--- src/rtl/me_mb_scheduler.sv ---
// Raster-order macroblock scheduler for the ME core: one search per MB, address generation, result capture.
// Latency: frame_start -> LOAD next cycle, me_en one cycle later; me_data_valid -> res_valid next cycle.
// Backpressure: res_valid holds res_* stable until res_ready; the next search waits for that acceptance.
// Optional feature: define ME_SCHED_WATCHDOG_EN to abort a search after WDT_CYCLES RUN cycles (res_err=1).
module me_mb_scheduler #(
   parameter int MB_COLS    = 8,
   parameter int MB_ROWS    = 6,
   parameter int CUR_AW     = 16,
   parameter int REF_AW     = 18,
   parameter int CUR_WORDS  = 64,
   parameter int REF_WORDS  = 282,
   parameter int WDT_CYCLES = 4096
) (
   input  logic              clk,
   input  logic              rst,
   input  logic              frame_start,
   output logic              busy,
   output logic              frame_done,
   output logic              me_en,
   input  logic              me_cur_read_en,
   input  logic              me_ref_read_en,
   input  logic              me_data_valid,
   input  logic [13:0]       me_msad,
   input  logic [4:0]        me_col,
   input  logic [4:0]        me_row,
   output logic [CUR_AW-1:0] cur_addr,
   output logic [REF_AW-1:0] ref_addr,
   output logic              res_valid,
   input  logic              res_ready,
   output logic [13:0]       res_msad,
   output logic [4:0]        res_mv_x,
   output logic [4:0]        res_mv_y,
   output logic [7:0]        res_mb_x,
   output logic [7:0]        res_mb_y,
   output logic              res_err
);

   typedef enum logic [1:0] {IDLE, LOAD, RUN, HOLD} state_t;

   state_t      state, state_nxt;
   logic [7:0]  mb_x, mb_y;
   logic [31:0] mb_index;
   logic        last_mb;
   logic        start_ok;
   logic        wdt_fire;

   assign mb_index = 32'(mb_y) * 32'(MB_COLS) + 32'(mb_x);
   assign last_mb  = (mb_x == 8'(MB_COLS - 1)) && (mb_y == 8'(MB_ROWS - 1));
   // A start landing on the frame_done cycle belongs to the old frame and is dropped.
   assign start_ok = frame_start && !frame_done;

`ifdef ME_SCHED_WATCHDOG_EN
   localparam int WDT_W = $clog2(WDT_CYCLES + 1);
   logic [WDT_W-1:0] wdt_cnt;

   assign wdt_fire = (state == RUN) && !me_data_valid && (wdt_cnt == WDT_W'(WDT_CYCLES - 1));

   // Watchdog counts RUN cycles of the current search, restarting with each LOAD.
   always_ff @(posedge clk) begin
      if (rst || state == LOAD)
         wdt_cnt <= '0;
      else if (state == RUN)
         wdt_cnt <= wdt_cnt + 1'b1;
   end
`else
   logic unused_wdt;

   assign wdt_fire   = 1'b0;
   assign res_err    = 1'b0;
   // Watchdog limit is meaningless without the abort feature.
   assign unused_wdt = ^WDT_CYCLES;
`endif

   // State register.
   always_ff @(posedge clk) begin
      if (rst)
         state <= IDLE;
      else
         state <= state_nxt;
   end

   // Next-state logic.
   always_comb begin
      state_nxt = state;
      case (state)
         IDLE: if (start_ok) state_nxt = LOAD;
         LOAD: state_nxt = RUN;
         RUN:  if (me_data_valid || wdt_fire) state_nxt = HOLD;
         HOLD: if (res_ready) state_nxt = last_mb ? IDLE : LOAD;
         default: state_nxt = IDLE;
      endcase
   end

   // Registered outputs, raster position and address generation.
   always_ff @(posedge clk) begin
      if (rst) begin
         busy       <= 1'b0;
         frame_done <= 1'b0;
         me_en      <= 1'b0;
         cur_addr   <= '0;
         ref_addr   <= '0;
         res_valid  <= 1'b0;
         res_msad   <= '0;
         res_mv_x   <= '0;
         res_mv_y   <= '0;
         res_mb_x   <= '0;
         res_mb_y   <= '0;
         mb_x       <= '0;
         mb_y       <= '0;
`ifdef ME_SCHED_WATCHDOG_EN
         res_err    <= 1'b0;
`endif
      end else begin
         frame_done <= 1'b0;
         case (state)
            IDLE: begin
               if (start_ok) begin
                  mb_x <= '0;
                  mb_y <= '0;
                  busy <= 1'b1;
               end
            end
            LOAD: begin
               cur_addr <= CUR_AW'(mb_index * 32'(CUR_WORDS));
               ref_addr <= REF_AW'(mb_index * 32'(REF_WORDS));
               me_en    <= 1'b1;
            end
            RUN: begin
               if (me_cur_read_en) cur_addr <= cur_addr + 1'b1;
               if (me_ref_read_en) ref_addr <= ref_addr + 1'b1;
               if (me_data_valid) begin
                  res_msad  <= me_msad;
                  res_mv_x  <= me_col;
                  res_mv_y  <= me_row;
                  res_mb_x  <= mb_x;
                  res_mb_y  <= mb_y;
                  res_valid <= 1'b1;
                  me_en     <= 1'b0;
`ifdef ME_SCHED_WATCHDOG_EN
                  res_err   <= 1'b0;
`endif
               end else if (wdt_fire) begin
                  res_msad  <= 14'h3FFF;
                  res_mv_x  <= '0;
                  res_mv_y  <= '0;
                  res_mb_x  <= mb_x;
                  res_mb_y  <= mb_y;
                  res_valid <= 1'b1;
                  me_en     <= 1'b0;
`ifdef ME_SCHED_WATCHDOG_EN
                  res_err   <= 1'b1;
`endif
               end
            end
            HOLD: begin
               if (res_ready) begin
                  res_valid <= 1'b0;
                  if (last_mb) begin
                     frame_done <= 1'b1;
                     busy       <= 1'b0;
                  end else if (mb_x == 8'(MB_COLS - 1)) begin
                     mb_x <= '0;
                     mb_y <= mb_y + 8'd1;
                  end else begin
                     mb_x <= mb_x + 8'd1;
                  end
               end
            end
            default: ;
         endcase
      end
   end

endmodule

--- config.mk ---
export PLATFORM = sky130hd
export DESIGN_NAME = me_mb_scheduler
export DESIGN_NICKNAME = d
export VERILOG_FILES = /design/src/rtl/me_mb_scheduler.sv
export SDC_FILE = /design/constraint.sdc
export NUM_CORES = 1
export LEC_CHECK = 0
export ABC_AREA = 1
export CAP_MARGIN = 20
export CORE_AREA = 5 5 98 137
export CTS_BUF_LIST = sky130_fd_sc_hd__clkbuf_8
export CTS_CLUSTER_DIAMETER = 30
export DETAILED_ROUTE_END_ITERATION = 12
export DIE_AREA = 0 0 103 142
export GPL_ROUTABILITY_DRIVEN = 0
export PLACE_DENSITY = 0.83
export SLEW_MARGIN = 30
export SYNTH_ARGS = -nofsm -noshare
export SYNTH_HDL_FRONTEND = slang
export SYNTH_SLANG_ARGS = --single-unit
--- constraint.sdc ---
create_clock -name clk -period 5.7 [get_ports clk]
set_input_delay 1.425 -clock clk [delete_from_list [all_inputs] [get_ports clk]]
set_output_delay 1.425 -clock clk [all_outputs]
set_load 0.01 [all_outputs]
==> results of run 1 <==
[cells in the mapped netlist (5+ instances only)]
cell type,instances
inv_1,112
nand2_1,154
ha_1,64
o21ai_1,5
nand3_1,51
fa_1,17
a31oi_1,5
dfxtp_1,96
nor2_1,120
xor2_1,17
o211ai_1,5
xnor2_1,10
nor3_1,20
nand4_1,14
a21oi_1,79
clkbuf_1,15
o21ai_0,90
buf_2,8
[registers in the layout (all words and copies together), names as in the netlist]
name,cells
busy,1
me_en,1
res_mv_y,5
ref_addr,18
state,2
res_msad,14
cur_addr,16
res_mv_x,5
res_mb_x,8
res_valid,1
mb_x,8
res_mb_y,8
mb_y,8
frame_done,1
[how the worst max path moves through the flow]
stage	start	end	slack, ns
finish	mb_y[0]	ref_addr[17]	0.68
global route	mb_y[0]	ref_addr[17]	0.31
CTS	mb_y[0]	ref_addr[17]	0.67
detailed placement	mb_y[0]	ref_addr[17]	0.72
global placement	mb_y[0]	ref_addr[16]	0.88
floorplan	mb_y[0]	ref_addr[16]	1.16
[where the power goes]
group | total [µW] | internal (µW) | leakage [µW] | switching (µW)
Combinational | 1370 | 566 | 0.00253 | 801
Clock | 431 | 164 | 0.0000932 | 267
Sequential | 993 | 830 | 0.000782 | 162
Total | 2790 | 1560 | 0.00340 | 1230
[layout make-up]
cell class / count / area [µm²] / area share
flip-flops and latches: 96 / 1922 / 0.2420
inverters: 119 / 459.2 / 0.05783
repair buffers: 114 / 1126 / 0.1418
multi-input cells: 684 / 4068 / 0.5123
clock buffers: 9 / 123.9 / 0.01560
well taps: 150 / 187.7 / 0.02364
clock inverters: 7 / 53.80 / 0.006776
[logic make-up (layout without fill, tap and decap cells)]
kind of cell,Yosys count,in the layout
xor+xnor,27,27
buf+inv,150,249
flops,96,96
fa+ha+maj,81,81
other cells,1,1
compound gates,193,193
simple gates,382,382
[routing by layer]
layer / vias up / global-route usage
li1: 3241 / -
met1: 2938 / 0.2698
met2: 215 / 0.4295
met3: 55 / 0.04610
met4: 0 / 0.1044
met5: - / 0
[worst max-delay path, stage by stage, from the launching register on]
cell and delay [ns]:
dfxtp_1 0.48, ha_1 0.24, inv_1 0.06, fa_1 0.40
inv_1 0.09, nand2_1 0.05, nand2_1 0.07, and2_1 0.16
xor2_1 0.42, ha_1 0.32, ha_1 0.30, fa_1 0.53
inv_1 0.05, fa_1 0.53, inv_1 0.04, ha_1 0.34
nand2_1 0.09, nand2_1 0.06, nand2_1 0.06, nand3_1 0.09
nand2_1 0.09, nand2_1 0.06, nor2_1 0.13, nand3_1 0.10
nand3_1 0.09, a21oi_1 0.07
[per-stage QoR]
step	power, µW	instance area (µm²)	util
6_report	2791	7940	0.6545
3_3_place_gp	2332	7762	0.6399
4_1_cts	2797	7940	0.6545
2_1_floorplan	1864	6603	-
3_5_place_dp	2358	7762	0.6399
5_1_grt	3012	7940	0.6545
==> out/metrics.csv, run 1 <==
metric,value,unit
Fin Hold WS,0.4827,ns
Placed Instances,1163,
DR WL met2,9104,µm
GRT Residual Overflow,0,
main combinational cell family by area after synthesis,simple AND/OR/NAND/NOR gates,
later-pin clock latency in the skew report,0.38,ns
R2R Setup Slk,0.68,ns
min-delay src,me_en,
type of the tightest min-delay check,register to register,
I/O pins,110,
layout cells sized above 1,0.04276,
post-CTS setup buffers,0,
drt via density,5.470,
fin. max-slew vios,0,
#FFs+latches synth,96,
Clk Tree Root Cell,clkbuf_8,
status,"finished, final reports clean",
Setup crit end kind,register,
Final Hold Fails,0,
Die H,142,µm
Worst slew margin,0.4324,
Worst Hold Depth,2,
Synth warnings,0,
antenna violations before repair,0,
initial core utilization,0.5442,
Worst Hold End,me_en,
routed len/inst,14.69,µm
Reg2Reg Depth,25,
number of synthesized flops with an enable pin,0,
Sink Count,96,
cell area power density,351.5,mW/mm²
Area contributors post-synth,"dfxtp_1 29%, ha_1 12%, nand2_1 8.8%",
Syn Area/Cell,7.100,µm²
pre-CTS setup slack,0.7155,ns
fin crit share,0.8814,
RSZ-0062 raised after global routing,false,
post-synthesis mux area share,0,
Final #Nets,1136,
Die ar.,0.01463,mm²
cells after synthesis,930,
Post-CTS Hold Buffers,0,
number of global-route vias before repair,6194,
"non-filler cells, final",1179,
routed wire length,17310,µm
"most common cell after layout, fill and taps aside",nand2_1,
P&R area growth vs syn,20.26,%
Core Area,0.01213,mm²
CP max FO,8,
max_cap viols,0,
Yosys top cell area share,0.2911,
Worst Skew,0.01075,ns
CP Data Required Time,5.97,ns
met3 routed WL,1011,µm
TritonCTS buffer count,9,
setup violators final,0,
adder-cell share of the synthesized area,0.1728,
antenna cells,0,
Crit Path Category,register to register,
VDD IR-drop max,0.2454,mV
TritonRoute pass-1 iters,5,
DR iter-0 viols,291,
dominant cell type by area after synthesis,dfxtp_1,
LEAKAGE,0.003402,µW
CTS tree,yes,
Fill cells,1059,
detailed placer's ending HPWL,13230,µm
WL met1,6583,µm
worst-margin pin slew,0.8493,ns
CP Data Arrival Time,5.29,ns
R2R Path End,ref_addr[17],
Tmin final,5.024,ns
PortBufs,108,
"Distinct cells, synth",48,
"Clk pin slew, worst setup/hold paths",0.10,ns
Die X,103,µm
Routed Antenna Nets,0,
Simple-Gate Fraction of Synth Area,0.2524,
register area share after synthesis,0.2911,
critical path launch point type,register,
TNS Setup,0,ns
Tot GR Track Use,0.2394,
Residual DRC,0,
largest net degree at the start of global routing,36,
Main synth FF type,dfxtp_1,
Row Count,48,
first-pass GRT wire length,28220,µm
area share of xor/xnor cells in the synthesized design,0.03582,
ys async rst share,0,
Max Fclk,199.1,MHz
htree depth,3,
Clock Tree Buf Depth,2,
DR vias,6449,
fin worst setup slack,0.6763,ns
Synth Net Count,1042,
Mapped Area,0.006603,mm²
Top Layer Used,met4,
post_cts resized,0,
most frequent cells in the layout,"154 x nand2_1, 120 x nor2_1, 112 x inv_1",
fraction of the mapped netlist area in compound gates,0.1544,
Worst R2R Start,mb_y[0],
(Power assumes the default switching activity.)
==> run 2, diff against run 1 <==
Settings changed: SLEW_MARGIN 30 to unset.
==> results of run 2 <==
The final DEF is identical to that of run 1; final timing and power are the same.
